<file path="config.mk">
export PLATFORM = sky130hd
export DESIGN_NAME = inst_buffer
export DESIGN_NICKNAME = d
export VERILOG_FILES = /design/src/rtl/inst_buffer.sv
export SDC_FILE = /design/constraint.sdc
export NUM_CORES = 1
export LEC_CHECK = 0
export CAP_MARGIN = 20
export CORE_ASPECT_RATIO = 0.7
export CORE_MARGIN = 5
export CORE_UTILIZATION = 45
export CTS_CLUSTER_SIZE = 14
export DETAILED_ROUTE_END_ITERATION = 8
export GPL_ROUTABILITY_DRIVEN = 1
export PLACE_DENSITY = 0.76
export SLEW_MARGIN = 20
export SYNTH_ARGS = -nofsm -noshare
export SYNTH_HDL_FRONTEND = slang
export SYNTH_SLANG_ARGS = --single-unit
</file>
<file path="constraint.sdc">
create_clock -name clk -period 11.7 [get_ports clk]
set_input_delay 1.755 -clock clk [delete_from_list [all_inputs] [get_ports clk]]
set_output_delay 1.755 -clock clk [all_outputs]
set_load 0.005 [all_outputs]
</file>
<file path="src/rtl/inst_buffer.sv">
`default_nettype none
// +----------------------------------------------------------------------------+
// | Module   : inst_buffer                                                     |
// | Brief    : Circular instruction queue between fetch (2-wide packages) and  |
// |            decode (2 issue slots). Optional bypass: INST_BUFFER_BYPASS_EN. |
// | Revision : 1.0 - initial release                                           |
// +----------------------------------------------------------------------------+
module inst_buffer #(
    parameter int DEPTH = 8
) (
    input  logic         clk,
    input  logic         rst,
    input  logic         flush_i,
    input  logic [127:0] inst_package_i,
    input  logic         package_valid_i,
    input  logic         stall_i,
    output logic         full_o,
    output logic         out0_valid_o,
    output logic         out1_valid_o,
    output logic [31:0]  out0_pc_o,
    output logic [31:0]  out1_pc_o,
    output logic [31:0]  out0_inst_o,
    output logic [31:0]  out1_inst_o,
    output logic [1:0]   out0_br_o,
    output logic [1:0]   out1_br_o
);

    localparam int c_addr_w = $clog2(DEPTH);
    localparam int c_cnt_w  = c_addr_w + 1;
    localparam logic [c_cnt_w-1:0] c_full_thr = c_cnt_w'(DEPTH - 2);
    localparam logic [c_cnt_w-1:0] c_cnt_two  = c_cnt_w'(2);

    typedef struct packed {
        logic [31:0] pc;
        logic [31:0] inst;
        logic [1:0]  br;
    } entry_t;

    entry_t                mem_q [DEPTH];
    logic [c_addr_w-1:0]   head_q, head_d;
    logic [c_addr_w-1:0]   tail_q, tail_d;
    logic [c_cnt_w-1:0]    count_q, count_d;

    logic [31:0]           w_pc;
    logic                  w_v0, w_v1;
    entry_t                w_ent0, w_ent1, w_first;
    logic [1:0]            w_enq_n, w_enq_eff, w_deq_n;
    logic                  w_has1, w_has2;
    logic                  w_bypass, w_enq_ok;
    logic [c_addr_w-1:0]   w_head_p1, w_tail_p1;
    entry_t                w_slot0, w_slot1;
    logic                  w_slot0_v, w_slot1_v;
    logic                  w_unused_pkg;

    assign w_pc   = inst_package_i[127:96];
    assign w_v0   = inst_package_i[31];
    assign w_v1   = inst_package_i[30];
    assign w_ent0 = '{pc: w_pc,         inst: inst_package_i[95:64], br: inst_package_i[29:28]};
    assign w_ent1 = '{pc: w_pc + 32'd4, inst: inst_package_i[63:32], br: inst_package_i[27:26]};
    // A lone inst1 goes to the tail so the queue never has holes.
    assign w_first      = w_v0 ? w_ent0 : w_ent1;
    assign w_enq_n      = {1'b0, w_v0} + {1'b0, w_v1};
    assign w_unused_pkg = ^inst_package_i[25:0];

    assign w_has1    = (count_q != '0);
    assign w_has2    = (count_q >= c_cnt_two);
    assign full_o    = (count_q > c_full_thr);
    assign w_head_p1 = head_q + c_addr_w'(1);
    assign w_tail_p1 = tail_q + c_addr_w'(1);

`ifdef INST_BUFFER_BYPASS_EN
    assign w_bypass = (count_q == '0) && package_valid_i && !flush_i && !stall_i && !rst
                      && (w_v0 || w_v1);
`else
    assign w_bypass = 1'b0;
`endif

    assign w_enq_ok  = package_valid_i && !full_o && !flush_i && !rst && !w_bypass;
    assign w_enq_eff = w_enq_ok ? w_enq_n : 2'd0;
    assign w_deq_n   = stall_i ? 2'd0 : ({1'b0, w_has1} + {1'b0, w_has2});

    always_comb begin
        w_slot0   = '0;
        w_slot1   = '0;
        w_slot0_v = 1'b0;
        w_slot1_v = 1'b0;
        if (w_bypass) begin
            w_slot0_v = 1'b1;
            w_slot0   = w_first;
            if (w_v0 && w_v1) begin
                w_slot1_v = 1'b1;
                w_slot1   = w_ent1;
            end
        end else begin
            if (w_has1) begin
                w_slot0_v = 1'b1;
                w_slot0   = mem_q[head_q];
            end
            if (w_has2) begin
                w_slot1_v = 1'b1;
                w_slot1   = mem_q[w_head_p1];
            end
        end
    end

    assign out0_valid_o = w_slot0_v;
    assign out0_pc_o    = w_slot0.pc;
    assign out0_inst_o  = w_slot0.inst;
    assign out0_br_o    = w_slot0.br;
    assign out1_valid_o = w_slot1_v;
    assign out1_pc_o    = w_slot1.pc;
    assign out1_inst_o  = w_slot1.inst;
    assign out1_br_o    = w_slot1.br;

    always_comb begin
        head_d  = head_q + c_addr_w'(w_deq_n);
        tail_d  = tail_q + c_addr_w'(w_enq_eff);
        count_d = count_q + c_cnt_w'(w_enq_eff) - c_cnt_w'(w_deq_n);
        if (flush_i) begin
            head_d  = '0;
            tail_d  = '0;
            count_d = '0;
        end
    end

    always_ff @(posedge clk) begin
        if (rst) begin
            head_q  <= '0;
            tail_q  <= '0;
            count_q <= '0;
        end else begin
            head_q  <= head_d;
            tail_q  <= tail_d;
            count_q <= count_d;
        end
    end

    // Storage carries no reset; validity is tracked by count alone.
    always_ff @(posedge clk) begin
        if (w_enq_ok && (w_v0 || w_v1)) begin
            mem_q[tail_q] <= w_first;
        end
        if (w_enq_ok && w_v0 && w_v1) begin
            mem_q[w_tail_p1] <= w_ent1;
        end
    end

endmodule
`default_nettype wire

</file>
**Word-level counts from Yosys, hierarchy flattened**

Memories as Yosys holds them, arrays and structs flattened. A register that Yosys moved wholly into a read port is not among the register bits.
Cells that the tools add are included.

- Output and inout port bits: 135
- Memories: 1
- Word-level logic and storage cells: 39
- Input port bits: 133
- Register bits: 10
- Memory bits (writable): 528

- $add $sub $neg: 9
- $lt $le $gt $ge: 2
- Reductions and logical operators: 12
- Mux-type cells: 12

Memory list:

| memory | words | width | rd ports | clocked after Yosys merged registers in | write ports | RTL line | source |
|---|---|---|---|---|---|---|---|
| mem_q | 8 | 66 | 2 | 1 | 2 | 39 | `entry_t mem_q [DEPTH];` |

Operators with widths:

| cell | count |
|---|---|
| 66-bit 2-to-1 mux | 3 |
| 32-bit by 3-bit adder with 32-bit output, second input constant | 1 |
| 3-bit by 1-bit adder with 3-bit output, second input constant | 2 |
| 3-bit by 2-bit adder with 3-bit output | 2 |
| 1-bit logical AND | 6 |
| 1-bit 2-to-1 mux | 6 |
| 1-bit by 1-bit adder with 2-bit output | 2 |
| 4-bit by 2-bit adder with 4-bit output | 1 |
| 4-bit by 2-bit >= comparator with 1-bit output, second input constant | 1 |
| 4-bit by 3-bit greater-than comparator with 1-bit output, second input constant | 1 |
| 2-bit 2-to-1 mux | 2 |
| 4-bit nonzero test | 1 |
| 4-bit by 2-bit subtractor with 4-bit output | 1 |
| 1-bit zero test | 3 |
| 3-bit 2-to-1 mux | 1 |
| 2-bit OR reduction | 1 |
| 1-bit logical OR | 1 |

**Logic depth before layout (Yosys ltp)**

- Word-level depth: 9
- Depth in mapped cells: 18

**Worst setup path before layout**

Ideal clock, no wire load.

- Path type: input-to-reg
- From: in inst_package_i[31]
- To: mem mem_q[0][0] in the netlist's numbering (enable)
- Data arrival time: 8.249 ns
- Stages on the path: 7
- Setup slack: 2.863 ns
- Cells stage by stage: clkbuf_1 -> clkbuf_1 -> clkbuf_1 -> inv_1 -> ha_1 -> or4_1 -> o31ai_1

RTL lines:

| item | RTL line | source |
|---|---|---|
| start: declaration | 14 | `input logic [127:0] inst_package_i,` |
| end: declaration | 39 |  |

**Worst setup path after layout**

- From: reg head_q[0]
- To: out out1_pc_o[6]

- Cells in the longest elaborated chain, start to end: 3

RTL lines:

| item | RTL line | source |
|---|---|---|
| start: declaration | 40 | `logic [c_addr_w-1:0] head_q, head_d;` |
| start signal: assignment | 128 | `head_q <= '0;` |
| start signal: assignment | 132 | `head_q <= head_d;` |
| 3-bit by 1-bit adder with 3-bit output | 68 | `assign w_head_p1 = head_q + c_addr_w'(1);` |
| memory read 8 x 66 bit | n/a |  |
| 66-bit 2-to-1 mux | 99 | `if (w_has2) begin` |
| end: declaration | 21 | `output logic [31:0] out1_pc_o,` |

Every way passes these cells.

==> summary.md <==
| Metric | Value |
|---|---|
| CTS Hold Bufs | `0` |
| H-Tree Level Count | `2` |
| Port Buf Inserts | `241` |
| Net Count, Synth | `2769` |
| Pleak | `0.0116 uW` |
| CTS root buf | `clkbuf_16` |
| Fin util | `52.4%` |
| Most frequent cells in the layout | `edfxtp_1, a21oi_1, nor2_1` |
| Crit. path cell count | `6` |
| Max incr delay on CP | `1.00 ns` |
| Post-synth top area cell | `edfxtp_1` |
| CTS tree | `done` |
| Initial Util | `45.5%` |
| CP cell instances | `ha_4, buf_4, mux4_2, nand2_1, a21oi_1, clkdlybuf4s50_1` |
| Final Cycle Share | `58.5%` |
| Core box area | `69800 um^2` |
| Routed via count | `23000` |
| Worst r2r src | `tail_q[0]$_SDFF_PP0_` |
| Non-Filler Instances | `3665` |
| Nets@finish | `2854` |
| Crit Path Class | `register to output pin` |
| Clk_lat worst skew | `0.63 ns` |
| Reg2reg path depth | `6` |
| Synthesis-stage register bit count | `538` |
| Cell Count Post-Placement | `3558` |
| Final setup fails | `0` |
| IO Pins | `268` |
| Routed wire length | `95.3 mm` |
| Critical Path Start | `head_q[0]$_SDFF_PP0_` |
| RSZ-0062 raised after global routing | `false` |
| Top delay family on crit path | `buffers and inverters` |
| Count of final hold-check violations | `0` |
| Synth warn | `0` |
| Reg2Reg Setup Slack | `7.80 ns` |
| First-pass GRT wire length | `143 mm` |
| Initial antenna violation count | `7` |
| # resized after CTS | `0` |
| Worst min-delay path class | `register to register` |
| Post-synth top area share | `50.0%` |
| VDD IR max | `0.263 mV` |
| Critical Path Slowest Stage Cell | `ha_4` |
| Final GP Congestion | `0.796` |
| Post-CTS Setup Bufs | `0` |
| DRT iter0 DRCs | `3071` |
| Power density cells | `173 nW/um^2` |
| Global route overflow | `0` |
| Worst-path clk slew | `0.06 ns` |
| Crit path capture | `out1_pc_o[6]` |
| Synth Instances | `2618` |
| DP HPWL | `54.6 mm` |
| Die width | `327 um` |
| Num CTS Buffers | `56` |
| Status | `completed` |
| Vias in the first global route | `23400` |
| Hold slack | `0.633 ns` |
| Slew Viols, Final | `0` |
| CP Buf/Inv Count | `2` |
| Overall fraction of global-route tracks in use | `24.6%` |
| DRC viols | `0` |
| Syn avg cell area | `12.1 um^2` |
| Most common cell after layout, fill and taps aside | `edfxtp_1` |
| 1st-pass router iterations | `5` |
| Area grow syn2layout | `15.4%` |
| Vias per std cell | `6.29` |
| Post-synth design cell area | `31700 um^2` |
| Worst-Margin Slew | `1.18 ns` |
| Setup_tns | `0 ns` |
| Max-Cap Viols | `0` |
| Final min period | `6.84 ns` |
| Largest cells by area after synthesis | `edfxtp_1, mux4_2, a21oi_1` |
| Die H | `232 um` |
| R2R Path End | `mem_q[3][35]$_DFFE_PP_` |
| Critical path arrival | `5.09 ns` |
| CP startpoint kind | `register` |
| Peak Freq | `146 MHz` |
| Slew HR | `21.0%` |
| Num rows | `81` |
| CP max FO | `67` |
| Worst EP required | `9.95 ns` |
| Critical path endpoint category | `output pin` |
| Largest net degree at the start of global routing | `80` |
| Sequential cell area fraction in the yosys report | `50.6%` |
| Antenna-violating nets left | `0` |
| DR WL/cell | `26.0 um` |
| CTS sink count | `538` |
| Layout cell share with drive strength beyond 1 | `15.6%` |
| Library cells used by synthesis | `40` |
| Worst Skew | `0.0227 ns` |
| Clock Path Buffers | `3` |
| Die area | `76000 um^2` |
cell families (layout without fill, tap and decap cells):
kind of cell	after synthesis	after routing	share of synthesized area [%]
multiplexers	365	365	21.9
buffers and inverters	280	412	3.62
flip-flops	538	538	50.6
adder cells (fa/ha/maj)	18	18	0.804
AND/OR/NAND/NOR	744	744	9.43
other	0	2	0
AO/OA/AOI/OAI	433	433	7.02
XOR/XNOR	240	240	6.62
Yosys cell counts:
cell	count
edfxtp_1	528
a21oi_1	412
nor2_1	359
nand2_1	307
mux4_2	264
xnor2_1	172
clkbuf_1	127
mux2i_1	101
xor2_1	68
buf_1	65
buf_2	61
inv_1	21
ha_1	14
o21ai_0	14
nand3_1	11
nand4_1	11
dfxtp_1	10
nand2_2	8
nor3_1	8
and2_1	7
and4_1	7
nor4_1	7
and3_1	4
buf_4	4
fa_1	4
nand2b_1	4
nor2b_1	3
a2111oi_4	2
o2111ai_1	2
o31ai_1	2
or3_1	2
a21o_1	1
buf_6	1
inv_2	1
nand3b_1	1
nor3b_1	1
nor4_2	1
or2_2	1
or3b_2	1
or4_1	1
worst reg2reg max path, cell delays in order, from the launching register on:
cell,delay [ns]
dfxtp_1,0.62
ha_1,0.31
xor2_1,0.14
a2111oi_4,0.66
nand2_4,0.77
o21ai_4,0.33
buf_4,0.67
per-layer routing:
layer	global-route usage, %	vias up	wire length [um]
li1	-	9816	-
met1	33.7	11400	35400
met2	39.2	1598	44700
met3	5.78	228	12100
met4	7.97	10	3040
met5	0	-	53
cell type report:
class	instances	area [um^2]
Timing Repair Buffer	285	2740
Antenna cell	2	5.00
Sequential cell	538	16100
Inverter	22	82.6
Tap cell	913	1140
Clock buffer	72	1490
Clock inverter	33	265
Multi-Input combinational cell	1800	14800
Fill cell	5632	33200
worst min path at each step:
stage                         startpoint                   end  cells after the start
finish              tail_q[2]$_SDFF_PP0_  tail_q[2]$_SDFF_PP0_                      2
global route        tail_q[2]$_SDFF_PP0_  tail_q[2]$_SDFF_PP0_                      2
CTS                 tail_q[2]$_SDFF_PP0_  tail_q[2]$_SDFF_PP0_                      2
detailed placement  tail_q[2]$_SDFF_PP0_  tail_q[2]$_SDFF_PP0_                      2
global placement    tail_q[2]$_SDFF_PP0_  tail_q[2]$_SDFF_PP0_                      2
floorplan           tail_q[2]$_SDFF_PP0_  tail_q[2]$_SDFF_PP0_                      2
state kept, by name, summed over array words and instances, names as in the netlist:
register  cells
head_q        3
mem_q       528
count_q       4
tail_q        3
metrics by stage:
step / cell area [um^2] / setup slack [ns] / total power, uW
after floorplan: 31700 / 2.86 / 3440
after global placement: 34800 / 5.54 / 4590
after detailed placement: 34800 / 5.55 / 4610
after CTS: 36600 / 4.92 / 6330
after global routing: 36600 / 4.68 / 6570
final: 36600 / 4.86 / 6320
report_power, final:
part	leakage, uW	internal (uW)	switching (uW)	total [uW]
Combinational	0.00592	1160	1220	2390
Sequential	0.00484	2150	41.7	2200
Clock	0.000850	967	769	1740
Total	0.0116	4290	2030	6320
Note: power is estimated with default switching activity, not from simulation.
